--- config.mk ---
export PLATFORM = sky130hd
export DESIGN_NAME = countdown_unit_flat
export DESIGN_NICKNAME = d
export VERILOG_FILES = /design/src/rtl/countdown_unit_pkg.sv /design/src/rtl/countdown_unit_if.sv /design/src/rtl/countdown_unit_decn.sv /design/src/rtl/countdown_unit.sv /design/src/flat_wrapper.sv
export SDC_FILE = /design/constraint.sdc
export NUM_CORES = 1
export LEC_CHECK = 0
export BUFFER_PORTS_ARGS = -buffer_cell sky130_fd_sc_hd__buf_2
export CORE_UTILIZATION = 44
export CTS_BUF_LIST = sky130_fd_sc_hd__clkbuf_4 sky130_fd_sc_hd__clkbuf_8
export CTS_CLUSTER_DIAMETER = 40
export CTS_CLUSTER_SIZE = 14
export DETAILED_ROUTE_END_ITERATION = 16
export GPL_ROUTABILITY_DRIVEN = 0
export MAX_ROUTING_LAYER = met4
export PLACE_DENSITY = 0.63
export SYNTH_ARGS = -nofsm -noshare
export SYNTH_HDL_FRONTEND = slang
export SYNTH_SLANG_ARGS = --single-unit
export TNS_END_PERCENT = 1
--- constraint.sdc ---
create_clock -name clk -period 2.3 [get_ports clk]
set_input_delay 0.345 -clock clk [delete_from_list [all_inputs] [get_ports clk]]
set_output_delay 0.345 -clock clk [all_outputs]
set_load 0.03 [all_outputs]
--- src/rtl/countdown_unit_pkg.sv ---
// ---------------------------------------------------------------------------
// countdown_defs
//   Shared definitions for the countdown unit: controller state encoding and
//   the default counter width.
//   Ports: none (package).
// ---------------------------------------------------------------------------
package countdown_defs;

    localparam int DEFAULT_N = 8;

    typedef enum logic [1:0] {
        IDLE = 2'd0,
        RUN  = 2'd1,
        DONE = 2'd2
    } state_t;

endpackage : countdown_defs

--- src/rtl/countdown_unit_if.sv ---
// ---------------------------------------------------------------------------
// countdown_unit_if
//   Control/status bundle between a requester and the countdown unit.
//   master : drives start, load_val, mode, pause, abort;
//            observes count, busy, tc, done, err.
//   slave  : the countdown unit side (directions mirrored).
// ---------------------------------------------------------------------------
interface countdown_unit_if
    import countdown_defs::*;
#(
    parameter int N = DEFAULT_N
);
    logic         start;
    logic [N-1:0] load_val;
    logic         mode;
    logic         pause;
    logic         abort;
    logic [N-1:0] count;
    logic         busy;
    logic         tc;
    logic         done;
    logic         err;

    modport master (
        output start, load_val, mode, pause, abort,
        input  count, busy, tc, done, err
    );

    modport slave (
        input  start, load_val, mode, pause, abort,
        output count, busy, tc, done, err
    );
endinterface : countdown_unit_if

--- src/rtl/countdown_unit_decn.sv ---
// ---------------------------------------------------------------------------
// decN
//   Combinational N-bit decrementer; produces the decrement candidate for the
//   countdown unit's next-count mux.
//   Ports: din (N) in, dout (N) out = din - 1.
// ---------------------------------------------------------------------------
module decN #(
    parameter int N = 8
) (
    input  logic [N-1:0] din,
    output logic [N-1:0] dout
);
    assign dout = din - N'(1);
endmodule : decN

--- src/rtl/countdown_unit.sv ---
// ---------------------------------------------------------------------------
// countdown_unit
//   Loadable N-bit down-counter with start/abort/pause control, one-shot and
//   auto-reload modes, a registered terminal-count pulse (tc) and a registered
//   illegal-load pulse (err). Used as the iteration counter for multi-cycle
//   datapath blocks.
//   Ports:
//     clk  - clock, rising edge
//     rst  - asynchronous, active-high reset
//     bus  - countdown_unit_if.slave (start/load_val/mode/pause/abort in,
//            count/busy/tc/done/err out)
// ---------------------------------------------------------------------------
module countdown_unit
    import countdown_defs::*;
#(
    parameter int N = DEFAULT_N
) (
    input  logic                    clk,
    input  logic                    rst,
    countdown_unit_if.slave         bus
);

    state_t       state_q, state_d;
    logic [N-1:0] count_q, count_d;
    logic [N-1:0] reload_q, reload_d;
    logic         mode_q, mode_d;
    logic         tc_q, tc_d;
    logic         err_q, err_d;
    logic [N-1:0] count_dec;

    decN #(.N(N)) u_dec (
        .din  (count_q),
        .dout (count_dec)
    );

    // ------------------------------------------------------------------
    // Next-state / next-count logic
    // ------------------------------------------------------------------
    always_comb begin
        // NOTE: every output of this block gets a default first, so no path
        // leaves a variable unassigned and no latch is inferred.
        state_d  = state_q;
        count_d  = count_q;
        reload_d = reload_q;
        mode_d   = mode_q;
        tc_d     = 1'b0;
        err_d    = 1'b0;

        unique case (state_q)
            RUN: begin
                if (bus.abort) begin
                    state_d = IDLE;
                    count_d = '0;
                end else if (bus.pause) begin
                    // Hold everything; tc stays low through its default.
                end else if (count_q != N'(1)) begin
                    count_d = count_dec;
                end else if (!mode_q) begin
                    count_d = '0;
                    tc_d    = 1'b1;
                    state_d = DONE;
                end else begin
                    count_d = reload_q;
                    tc_d    = 1'b1;
                end
                // start is deliberately ignored while running: no retrigger.
            end

            // IDLE and DONE share the (re)start logic; the only difference is
            // that a zero load leaves each in its own state.
            IDLE, DONE: begin
                if (bus.abort) begin
                    state_d = IDLE;
                    count_d = '0;
                end else if (bus.pause) begin
                    // pause outranks start on every edge, so a start is held off.
                end else if (bus.start) begin
                    if (bus.load_val != '0) begin
                        state_d  = RUN;
                        count_d  = bus.load_val;
                        reload_d = bus.load_val;
                        mode_d   = bus.mode;
                    end else begin
                        err_d = 1'b1;
                    end
                end
            end

            default: begin
                state_d = IDLE;
                count_d = '0;
            end
        endcase
    end

    // ------------------------------------------------------------------
    // State registers
    // ------------------------------------------------------------------
    // NOTE: sequential state uses non-blocking assignments so every register
    // samples the pre-edge values, independent of statement order.
    always_ff @(posedge clk or posedge rst) begin
        if (rst) begin
            state_q  <= IDLE;
            count_q  <= '0;
            reload_q <= '0;
            mode_q   <= 1'b0;
            tc_q     <= 1'b0;
            err_q    <= 1'b0;
        end else begin
            state_q  <= state_d;
            count_q  <= count_d;
            reload_q <= reload_d;
            mode_q   <= mode_d;
            tc_q     <= tc_d;
            err_q    <= err_d;
        end
    end

    assign bus.count = count_q;
    assign bus.busy  = (state_q == RUN);
    assign bus.done  = (state_q == DONE);
    assign bus.tc    = tc_q;
    assign bus.err   = err_q;

endmodule : countdown_unit

--- src/flat_wrapper.sv ---
// flat-port wrapper written by rule: the top's interface ports become plain ports
module countdown_unit_flat import countdown_defs::*;
#(
    parameter int N = DEFAULT_N
)
  (clk, rst, bus_start, bus_load_val, bus_mode, bus_pause, bus_abort, bus_count, bus_busy, bus_tc, bus_done, bus_err);
  countdown_unit_if #(.N(N)) bus_i ();
  input  logic clk;
  input  logic rst;
  input wire logic [$bits(bus_i.start)-1:0] bus_start;
  input wire logic [$bits(bus_i.load_val)-1:0] bus_load_val;
  input wire logic [$bits(bus_i.mode)-1:0] bus_mode;
  input wire logic [$bits(bus_i.pause)-1:0] bus_pause;
  input wire logic [$bits(bus_i.abort)-1:0] bus_abort;
  output wire logic [$bits(bus_i.count)-1:0] bus_count;
  output wire logic [$bits(bus_i.busy)-1:0] bus_busy;
  output wire logic [$bits(bus_i.tc)-1:0] bus_tc;
  output wire logic [$bits(bus_i.done)-1:0] bus_done;
  output wire logic [$bits(bus_i.err)-1:0] bus_err;
  assign bus_i.start = bus_start;
  assign bus_i.load_val = bus_load_val;
  assign bus_i.mode = bus_mode;
  assign bus_i.pause = bus_pause;
  assign bus_i.abort = bus_abort;
  assign bus_count = bus_i.count;
  assign bus_busy = bus_i.busy;
  assign bus_tc = bus_i.tc;
  assign bus_done = bus_i.done;
  assign bus_err = bus_i.err;
  countdown_unit #(.N(N)) u_core (.clk(clk), .rst(rst), .bus(bus_i));
endmodule
==> qor.csv <==
stage,metric,value,unit
worst_setup_path,slowest_delay,0.58,ns
power,p_int,0.000751,W
global_routing,grt_pass1_wl,5190,um
outcome,outcome,"finished, final reports clean",
worst_hold_path,hp-class,input port to asynchronous set/reset pin,
worst_setup_path,cpMaxStageDelayCell,or4b_1,
synthesis,syn_nets,152,
worst_setup_path,crit-reg2reg-launch,u_core.bus.count[1],
sta,setup_viol,0,
cts,numCtsBuffers,3,
cts,root_buffer,clkbuf_4,
route,drc_errors,0,
cells_and_area,final_common_cell,buf_2,
route,drtAntennaViolNets,0,
route,drt_pre_antenna_iters,6,
global_routing,overflow,0,
synthesis,yosys.area.top_type_share,39.3,%
cells_and_area,n_antenna_cell,0,
cts,cts_resized,0,
sta,fmax,466,MHz
global_routing,grt_max_degree,22,
cells_and_area,area_growth,15.4,%
cells_and_area,final_layout_size_suffix_gt1_share,30.9,%
flow_run,cap_viol_max_count,0,
synthesis,yosys.area.top_type,dfrtp_1,
worst_setup_path,path_buf_inv,1,
cts,clk_pin_slew,0.12,ns
synthesis,synth_warnings,0,
sta,finClkSkew,0.00781,ns
route,drtIter0Drc,54,
placement,hpwl,2380,um
route,routed_wl,3100,um
route,wl_per_cell,15.8,um
synthesis,async_flop_share,100,%
power,ir_drop,0.000428,V
sta,post-route-period-util,93.4,%
cts,cts_tree,done,
sta,slew-limit-headroom,45.4,%
global_routing,grt_pass1_vias,1089,
worst_setup_path,crit_type,register to register,
worst_setup_path,arrival,2.34,ns
cts,cts_buffer_depth,2,
die,die_area,3260,um^2
cts,cts_sinks,21,
cts,clkLatencyLatePin,0.30,ns
sta,layout_min_cycle_time,2.15,ns
sta,finalHoldViolCount,0,
cells_and_area,fin_area,1540,um^2
synthesis,netlist_instances,136,
synthesis,synth-seq-cells,21,
sta,rsz0062_at_grt,no,
worst_setup_path,crit_family,simple AND/OR/NAND/NOR gates,
synthesis,synth.avg_cell_area,9.83,um^2
cts,cts-hold-fix-buffers,0,
sta,slew_viol_final,0,
sta,tns,0,ns
die,core_area,2810,um^2
worst_setup_path,cp-start-kind,register,
die,die_h,57.1,um
power,swShare,40.5,%
placement,postPlaceCellArea,1510,um^2
power,power_leakage,0.691,nW
synthesis,synth_seq_area_share,39.3,%
power,share_seq_of_total_power,42.8,%
power,p_comb_share,43.0,%
synthesis,syn-cell-area,1340,um^2
route,vias,1192,
power,power_density,819,nW/um^2
power,clkPwrFrac,14.2,%
synthesis,synthFlopType,dfrtp_1,
route,via_per_inst,6.08,
worst_setup_path,crit_start,u_core.bus.count[1],
placement,port_buffers,25,
worst_setup_path,worstPathRequired,2.49,ns
cts,htreeDepth,1,
global_routing,grtUsageTotal,21.1,%
power,p_switching,0.000511,W
cells_and_area,fin_nets,182,
cts,cts_setup_buffers,0,
worst_setup_path,worstPathMaxFanout,7,
cells_and_area,fillerInstances,274,
global_routing,antenna_found_initial,0,
cells_and_area,final_cell_mix,"25 x buf_2, 21 x dfrtp_1, 9 x nand2_1, 9 x mux2_2, 9 x buf_4",
synthesis,synth_edf_count,0,
synthesis,synth_cell_types,51,
die,ioPinCount,26,
die,die_x,57.1,um
worst_setup_path,endpoint_kind,register,
sta,max_slew.worst_pin.slew,0.818,ns
worst_setup_path,crit_chain,inv_1 -> ha_1 -> or4b_1 -> or2_1 -> a221oi_1 -> o2bb2ai_1,
die,start_util,47.6,%
die,num_rows,19,
synthesis,synth.top_cells.by_area,"dfrtp_1 39%, mux2_2 7.6%, nor4_1 2.8%",
[layout make-up]
| cell class | count | area, um^2 | share of cell area, % |
|---|---|---|---|
| clock buffer | 3 | 22.5 | 1.46 |
| sequential | 21 | 526 | 34.1 |
| timing repair buffer | 34 | 193 | 12.5 |
| multi-input combinational | 99 | 731 | 47.4 |
| inverter | 7 | 26.3 | 1.70 |
| tap | 31 | 38.8 | 2.52 |
| clock inverter | 1 | 5.00 | 0.325 |
[worst register-to-register path: stages (launching register included)]
cell and delay (ns):
dfrtp_1 0.44, inv_1 0.10, ha_1 0.21, or4b_1 0.58
or2_1 0.32, a221oi_1 0.27, o2bb2ai_1 0.11
[synth_stat cells (2+ instances only)]
library cell  instances
buf_2                 3
or4b_1                2
nor3b_1               2
o31ai_1               2
buf_6                 2
ha_1                  2
inv_1                 7
o21ai_0               3
a221o_1               2
or3_1                 3
a311o_1               2
a21oi_1               2
o211ai_1              2
nor4_1                6
a221oi_1              3
nand3_1               3
xnor2_1               2
clkbuf_1              3
nand2_1               9
o2bb2ai_1             3
o21a_1                2
nor2_1                8
dfrtp_1              21
mux2_2                9
nor3_1                3
a22o_1                2
nand2b_1              3
and2_1                2
[power groups by stage]
stage | sequential, W | combinational [W] | clock [W]
finish | 0.000540 | 0.000543 | 0.000179
global placement | 0.000544 | 0.000533 | 0
floorplan | 0.000559 | 0.000384 | 0
global route | 0.000553 | 0.000594 | 0.000207
detailed placement | 0.000547 | 0.000540 | 0
CTS | 0.000539 | 0.000543 | 0.000190
[worst paths after layout]
check	to	slack, ns	cells past startpoint
worst max-delay path	u_core.bus.count[2]	0.15	6
worst min-delay path	u_core.bus.err	0.18	2
worst max register to register	u_core.bus.count[2]	0.15	6
worst min register to register	u_core.reload_q[6]	0.52	1
max in group asynchronous	u_core.bus.count[1]	1.61	2
min in group clk	u_core.mode_q	0.28	2
[cells by family after synthesis]
kind of cell / Yosys count / synth area share (%)
compound gates: 36 / 21.9
buf+inv: 16 / 5.99
flops: 21 / 39.3
xor+xnor: 2 / 1.31
mux: 10 / 8.33
fa+ha+maj: 2 / 1.87
simple gates: 49 / 21.3
[stage by stage]
step / instances / utilization (%) / setup WS [ns] / hold slack (ns) / total power [W]
finish: 196 / 55.0 / 0.152 / 0.178 / 0.00126
global route: 196 / 55.0 / 0.0187 / 0.245 / 0.00135
CTS: 196 / 55.0 / 0.161 / 0.203 / 0.00127
detailed placement: 192 / 54.0 / 0.203 / 0.496 / 0.00109
global placement: 192 / 54.0 / 0.236 / 0.492 / 0.00108
floorplan: 136 / - / 0.166 / 0.322 / 0.000942
[flip-flops by register name, summed over array words and instances (netlist names)]
| signal | count |
|---|---|
| u_core.state_q | 2 |
| u_core.reload_q | 8 |
| u_core.bus.tc | 1 |
| u_core.bus.err | 1 |
| u_core.mode_q | 1 |
| u_core.bus.count | 8 |
[per-layer routing]
metal	GRT usage, %	up-vias	wire, um
li1	-	578	-
met5	-	-	0
met4	4.88	0	9
met3	2.95	2	110
met1	30.9	584	1590
met2	31.1	28	1390
Note: power is estimated with default switching activity, not from simulation.
